`src/rtl/int_ctrl.sv`:
```
// int_ctrl: 8-source interrupt controller (PEND/ENABLE/EDGE/INSVC registers, one-level service FSM).
// Build option: define INT_SYNC_EN to pass irq_src through a two-flop synchronizer first.
module int_ctrl #(
  parameter logic [1:0] BANK = 2'd0
) (
  input  logic       clk,
  input  logic       reset,
  input  logic       pause,
  input  logic [7:0] irq_src,
  input  logic [4:0] io_writeaddr,
  input  logic [7:0] io_writedata,
  input  logic       io_write_en,
  input  logic [4:0] io_readaddr,
  output logic [7:0] io_readdata,
  output logic [7:0] io_interrupts,
  input  logic       int_taken,
  input  logic       retint,
  output logic [2:0] int_vector
);

  typedef enum logic {IDLE = 1'b0, ACTIVE = 1'b1} state_t;

  state_t     state_q, state_d;
  logic [7:0] pend_q, pend_d;
  logic [7:0] enable_q, enable_d;
  logic [7:0] edge_q, edge_d;
  logic [7:0] prev_q, prev_d;
  logic [7:0] rdata_q, rdata_d;
  logic [2:0] vec_q, vec_d;

  logic [7:0] src_s;
  logic [7:0] set_s;
  logic [7:0] clr_s;
  logic [7:0] masked_s;
  logic [7:0] insvc_s;
  logic       wr_hit_s;
  logic       rd_hit_s;
  logic       ret_clr_s;

  function automatic logic [2:0] lowest_set(input logic [7:0] v);
    logic [2:0] idx;
    idx = 3'd0;
    for (int i = 7; i >= 0; i--) begin
      idx = v[i] ? 3'(i) : idx;
    end
    return idx;
  endfunction

`ifdef INT_SYNC_EN
  logic [7:0] sync1_q, sync1_d;
  logic [7:0] sync2_q, sync2_d;

  // Synchronizer next-state, frozen while paused
  always_comb begin
    sync1_d = pause ? sync1_q : irq_src;
    sync2_d = pause ? sync2_q : sync1_q;
  end

  // Synchronizer flops
  always_ff @(posedge clk) begin
    if (reset) begin
      sync1_q <= 8'h00;
      sync2_q <= 8'h00;
    end else begin
      sync1_q <= sync1_d;
      sync2_q <= sync2_d;
    end
  end

  assign src_s = sync2_q;
`else
  assign src_s = irq_src;
`endif

  // Address decode, set/clear vectors and status views
  always_comb begin
    wr_hit_s  = io_write_en && (io_writeaddr[4:3] == BANK);
    rd_hit_s  = (io_readaddr[4:3] == BANK);
    masked_s  = pend_q & enable_q;
    insvc_s   = {(state_q == ACTIVE), 4'b0000, vec_q};
    set_s     = (edge_q & src_s & ~prev_q) | (~edge_q & src_s);
    ret_clr_s = (state_q == ACTIVE) && retint && edge_q[vec_q];
    clr_s     = (wr_hit_s && (io_writeaddr[2:0] == 3'd0)) ? io_writedata : 8'h00;
    clr_s     = clr_s | (ret_clr_s ? (8'h01 << vec_q) : 8'h00);
  end

  // Register file and read-port next-state; set is applied after clear so it wins
  always_comb begin
    pend_d   = pend_q;
    enable_d = enable_q;
    edge_d   = edge_q;
    prev_d   = prev_q;
    rdata_d  = rdata_q;
    if (pause) begin
      pend_d = pend_q;
    end else begin
      pend_d   = (pend_q & ~clr_s) | set_s;
      enable_d = (wr_hit_s && (io_writeaddr[2:0] == 3'd1)) ? io_writedata : enable_q;
      edge_d   = (wr_hit_s && (io_writeaddr[2:0] == 3'd2)) ? io_writedata : edge_q;
      prev_d   = src_s;
      if (rd_hit_s) begin
        case (io_readaddr[2:0])
          3'd0:    rdata_d = pend_q;
          3'd1:    rdata_d = enable_q;
          3'd2:    rdata_d = edge_q;
          3'd3:    rdata_d = insvc_s;
          default: rdata_d = 8'h00;
        endcase
      end else begin
        rdata_d = 8'h00;
      end
    end
  end

  // Service FSM: one interrupt in service at a time, no nesting
  always_comb begin
    state_d = state_q;
    vec_d   = vec_q;
    case (state_q)
      IDLE: begin
        if (!pause && int_taken) begin
          state_d = ACTIVE;
          vec_d   = lowest_set(masked_s);
        end else begin
          state_d = IDLE;
        end
      end
      ACTIVE: begin
        if (!pause && retint) begin
          state_d = IDLE;
        end else begin
          state_d = ACTIVE;
        end
      end
      default: begin
        state_d = IDLE;
        vec_d   = 3'd0;
      end
    endcase
  end

  // State flops
  always_ff @(posedge clk) begin
    if (reset) begin
      state_q  <= IDLE;
      pend_q   <= 8'h00;
      enable_q <= 8'h00;
      edge_q   <= 8'h00;
      prev_q   <= 8'h00;
      rdata_q  <= 8'h00;
      vec_q    <= 3'd0;
    end else begin
      state_q  <= state_d;
      pend_q   <= pend_d;
      enable_q <= enable_d;
      edge_q   <= edge_d;
      prev_q   <= prev_d;
      rdata_q  <= rdata_d;
      vec_q    <= vec_d;
    end
  end

  assign io_interrupts = (state_q == IDLE) ? masked_s : 8'h00;
  assign io_readdata   = rdata_q;
  assign int_vector    = vec_q;

endmodule
```
`config.mk`:
```
export PLATFORM = sky130hd
export DESIGN_NAME = int_ctrl
export DESIGN_NICKNAME = d
export VERILOG_FILES = /design/src/rtl/int_ctrl.sv
export SDC_FILE = /design/constraint.sdc
export NUM_CORES = 1
export LEC_CHECK = 0
export CORE_AREA = 2 2 111 59
export DETAILED_ROUTE_END_ITERATION = 6
export DIE_AREA = 0 0 113 61
export PLACE_DENSITY = 0.67
export RECOVER_POWER = 25
export SETUP_SLACK_MARGIN = 0.4
export SYNTH_ARGS = -nofsm -noshare
export SYNTH_HDL_FRONTEND = slang
export SYNTH_SLANG_ARGS = --single-unit
```
`constraint.sdc`:
```
create_clock -name clk -period 5.8 [get_ports clk]
set_input_delay 1.45 -clock clk [delete_from_list [all_inputs] [get_ports clk]]
set_output_delay 1.45 -clock clk [all_outputs]
set_load 0.005 [all_outputs]
```
# Yosys cells after proc, flatten, opt, wreduce, memory -nomap -nowiden
# Index checks and enable logic that the tools add are counted.
# classes
magnitude_cmp	1
bitwise_logic	13
n_eq_ne	5
shifts	1
reduce_logical	16
muxes	18
# op_table
op	n
$and 8x8->8	5
$mux 8	4
$pmux 8 s4	1
$mux 3	8
$not 8->8	3
$or 8x8->8	3
$eq 3x2->1 const B	3
$logic_and 1x1->1	8
$shl 1x3->8 const A	1
$eq 3x1->1 const B	2
$logic_not 3->1	2
$reduce_and 2->1	3
$logic_not 2->1	2
$lt 3x4->1 const B	1
$bmux 1 s3	1
$mux 1	3
$not 1->1	2
$pmux 1 s2	1
$logic_not 1->1	1
# totals
elab_cells	61
regBits	44

# Longest topological paths before layout
# depth
depth_word	9
mapped_depth	5
depth_no_buf	4

# Worst setup path before layout
# No wires, ideal clock.
# synth_timing
path_kind	input -> register
from	in io_writeaddr[4]
to	reg enable_q[1]
arrival_time_ps	2690
stages	5
required_ps	5672
slack_ps	2982
setup_ps	128
path_cell_list	or4b_4 nor4b_4 buf_6 mux2i_1 nor2_1
# synth_via
elab_chain_cells	4
# synth_rtl
element	line	source
start, declared	10	input logic [4:0] io_writeaddr,
$logic_not 2->1	77	wr_hit_s = io_write_en && (io_writeaddr[4:3] == BANK);
$logic_and 1x1->1	77	
$logic_and 1x1->1	98	enable_d = (wr_hit_s && (io_writeaddr[2:0] == 3'd1)) ? io_writedata : enable_q;
$reduce_and 2->1 (no source line)	--	
end signal, assigned	155	enable_q <= enable_d;
end, declared	25	logic [7:0] enable_q, enable_d;
# No other way between the ends.
# A chain may end at the register's enable or synchronous reset.

==> results_dict.tcl <==
set metrics [dict create \
    grt-ovfl-total 0 \
    grt_pass1_wl_um 9420 \
    grt_util_all_layers_pct 18.5 \
    insertion_delay_ns 0.29 \
    violations "DRC" \
    cp_max_fo 21 \
    outcome "finished with violations" \
    wl_um 5990 \
    dp_hpwl_um 4380 \
    drive_gt1_share_pct 5.36 \
    p_leak_nw 1.05 \
    post-route-min-period_ns 3.83 \
    period_share_pct 66.0 \
    n_antenna_cell 0 \
    synth_edf_count 0 \
    tightest_slew_ns 1.05 \
    chipWidth_um 113 \
    gp_congestion 0.852 \
    slew_violations 0 \
    cts_resized 0 \
    totalNegativeSetupSlack_ns 0 \
    synth_top_area_cell "dfxtp_1" \
    synth_cells 233 \
    final-setup-viol-count 0 \
    p_clk_share_pct 42.3 \
    cellPowerDensity_nw_per_um2 240 \
    net-switching-power_mw 0.154 \
    grt_max_degree 22 \
    cp_data_arrival_time_ns 4.01 \
    drt_iter0_drc 157 \
    vias 1909 \
    yosys-top-cells-area "dfxtp_1 (41%), mux2i_1 (11%), nor2_1 (6.3%)" \
    power.internal_mw 0.520 \
    fin_cells 357 \
    worst_ep_required_time_ns 5.98 \
    netlist.area_leader.share_pct 41.3 \
    yosysWarnings 0 \
    path_clk_slew_ns 0.06 \
    hp-class "reg2reg" \
    fillers 583 \
    hold_buffers 0 \
    grt_antenna_before_repair 0 \
    core-area_um2 5910 \
    cpLargestDelayFamily "buffers and inverters" \
    post-place-cells 349 \
    cts.sinks 44 \
    cts_tree "built" \
    swShare_pct 22.9 \
    num_rows 20 \
    dieHeight_um 61 \
    synth_cell_types 31 \
    power_frac_comb_pct 10.0 \
    drc 3 \
    clk_path_buf_depth 2 \
    ys_ff_latch 44 \
    synth.avg_cell_area_um2 9.15 \
    end_kind "flop" \
    hold_viol_final 0 \
    cpPeakStageDelay_ns 0.96 \
    nNetsFinal 311 \
    drt-vias-per-instance 5.35 \
    area_growth_pct 31.7 \
    first_pass_iters 7 \
    r2r_slack_ns 4.17 \
    cts-buffers-inserted 5 \
    htreeDepth 2 \
    netlist_area_um2 2130 \
    crit_chain "dlygate4sd3_1, clkbuf_1, inv_1, and2_1, a22o_1" \
    detail_route.wl_per_cell_um 16.8 \
    syn-num-nets 265 \
    seq_power_share_pct 47.7 \
    path_class "in2reg" \
    finClkSkew_ns 0.00271 \
    slowest_stage "dlygate4sd3_1" \
    cts_setup_buffers 0 \
    dieArea_um2 6890 \
    cp-start-kind "input pin" \
    max_freq_mhz 261 \
    maxSlewHeadroom_pct 30.3 \
    io_pins 51 \
    ant_nets 0 \
    synth_ff_type "dfxtp_1" \
    clockRootBuffer "clkbuf_16" \
    seq_area_frac_synth_pct 41.3 \
    grt_pass1_vias 1865 \
    grt_setup_unrepaired "no" \
    max-cap-violations 0 \
    io_buffers 50 \
    ir_drop_v 0.000147 \
    yosysMostFrequentCell "dfxtp_1" \
    yosys-top-cells-count "dfxtp_1 (44), nor2_1 (36), nand2_1 (33)" \
    path_buf_inv 3 \
    start_util_pct 36.1 \
    async_reset_ff_share_pct 0 \
]
-- state kept, by name, summed over array words and instances, names as in the netlist --
register / flops
state_q: 1
pend_q: 8
io_readdata: 8
prev_q: 8
edge_q: 8
int_vector: 3
enable_q: 8
-- per-layer routing --
| layer | up-vias | track usage (%) | share of wire (%) |
|---|---|---|---|
| li1 | 934 | - | - |
| met1 | 903 | 24.3 | 47 |
| met2 | 65 | 29.5 | 44 |
| met3 | 7 | 6.59 | 8.5 |
| met4 | 0 | 4.88 | 0.92 |
| met5 | - | 0 | 0 |
-- final cells by class --
cell class | instances | area (um^2) | share of cell area (%)
clock buffers | 8 | 146 | 5.21
inverters | 3 | 11.3 | 0.401
multi-input cells | 173 | 1170 | 41.5
flip-flops and latches | 44 | 881 | 31.4
well taps | 77 | 96.3 | 3.43
repair buffers | 52 | 508 | 18.1
-- worst reg2reg max path, cell delays in order, from the launching register on --
cell and delay [ns]:
dfxtp_1 0.46, or3b_2 0.54, nor3b_1 0.29, nand2_1 0.11, o21ai_0 0.15
-- power groups by stage --
stage | clock network (mW) | logic (mW) | registers (mW)
2_1_floorplan | 0 | 0.0363 | 0.324
3_3_place_gp | 0 | 0.0666 | 0.328
3_5_place_dp | 0 | 0.0678 | 0.328
4_1_cts | 0.296 | 0.0683 | 0.321
5_1_grt | 0.307 | 0.0729 | 0.323
6_report | 0.285 | 0.0673 | 0.322
-- logic make-up (layout without fill, tap and decap cells) --
kind of cell	Yosys count	after routing	share of synthesized area, %
DFF	44	44	41.3
muxes	28	28	15.5
AOI/OAI and AO/OA	49	49	16.1
and+or+nand+nor	96	96	23.1
buffers and inverters	16	63	3.99
-- placed cells by master (no fill, tap or decap), drive strengths merged --
cell type      count
a211oi             4
a21oi             17
a22o               9
a31oi              1
a32o               5
a41o               5
and2               3
and3               1
clkbuf            10
clkdlybuf4s50     39
dfxtp             44
dlygate4sd3       11
inv                3
mux2i             24
mux4               4
nand2             33
nand3              2
nand3b             4
nand4              2
nand4b             2
nor2              36
nor2b              6
nor3               1
nor3b              1
nor4b              2
o211ai             1
o21ai              7
or3b               1
or4                1
or4b               1
-- path summary, 6_finish.rpt --
check / startpoint / endpoint / depth (start not counted)
setup / recovery: reset / int_vector[0] / 5
hold / removal: io_readdata[6] / io_readdata[6] / 1
setup reg to reg: state_q / int_vector[2] / 4
hold reg to reg: io_readdata[6] / io_readdata[6] / 1
-- metrics by stage --
stage / util [%] / hold slack, ns / power [mW] / setup WS (ns) / instance area (um^2)
5_1_grt: 47.6 / 0.501 / 0.703 / 1.85 / 2810
3_5_place_dp: 45.2 / 0.462 / 0.396 / 2.08 / 2670
6_report: 47.6 / 0.475 / 0.674 / 1.97 / 2810
3_3_place_gp: 45.2 / 0.466 / 0.394 / 2.15 / 2670
2_1_floorplan: - / 0.461 / 0.361 / 2.98 / 2130
4_1_cts: 47.7 / 0.482 / 0.685 / 2.37 / 2820
Power figures use the tool's default switching activity.
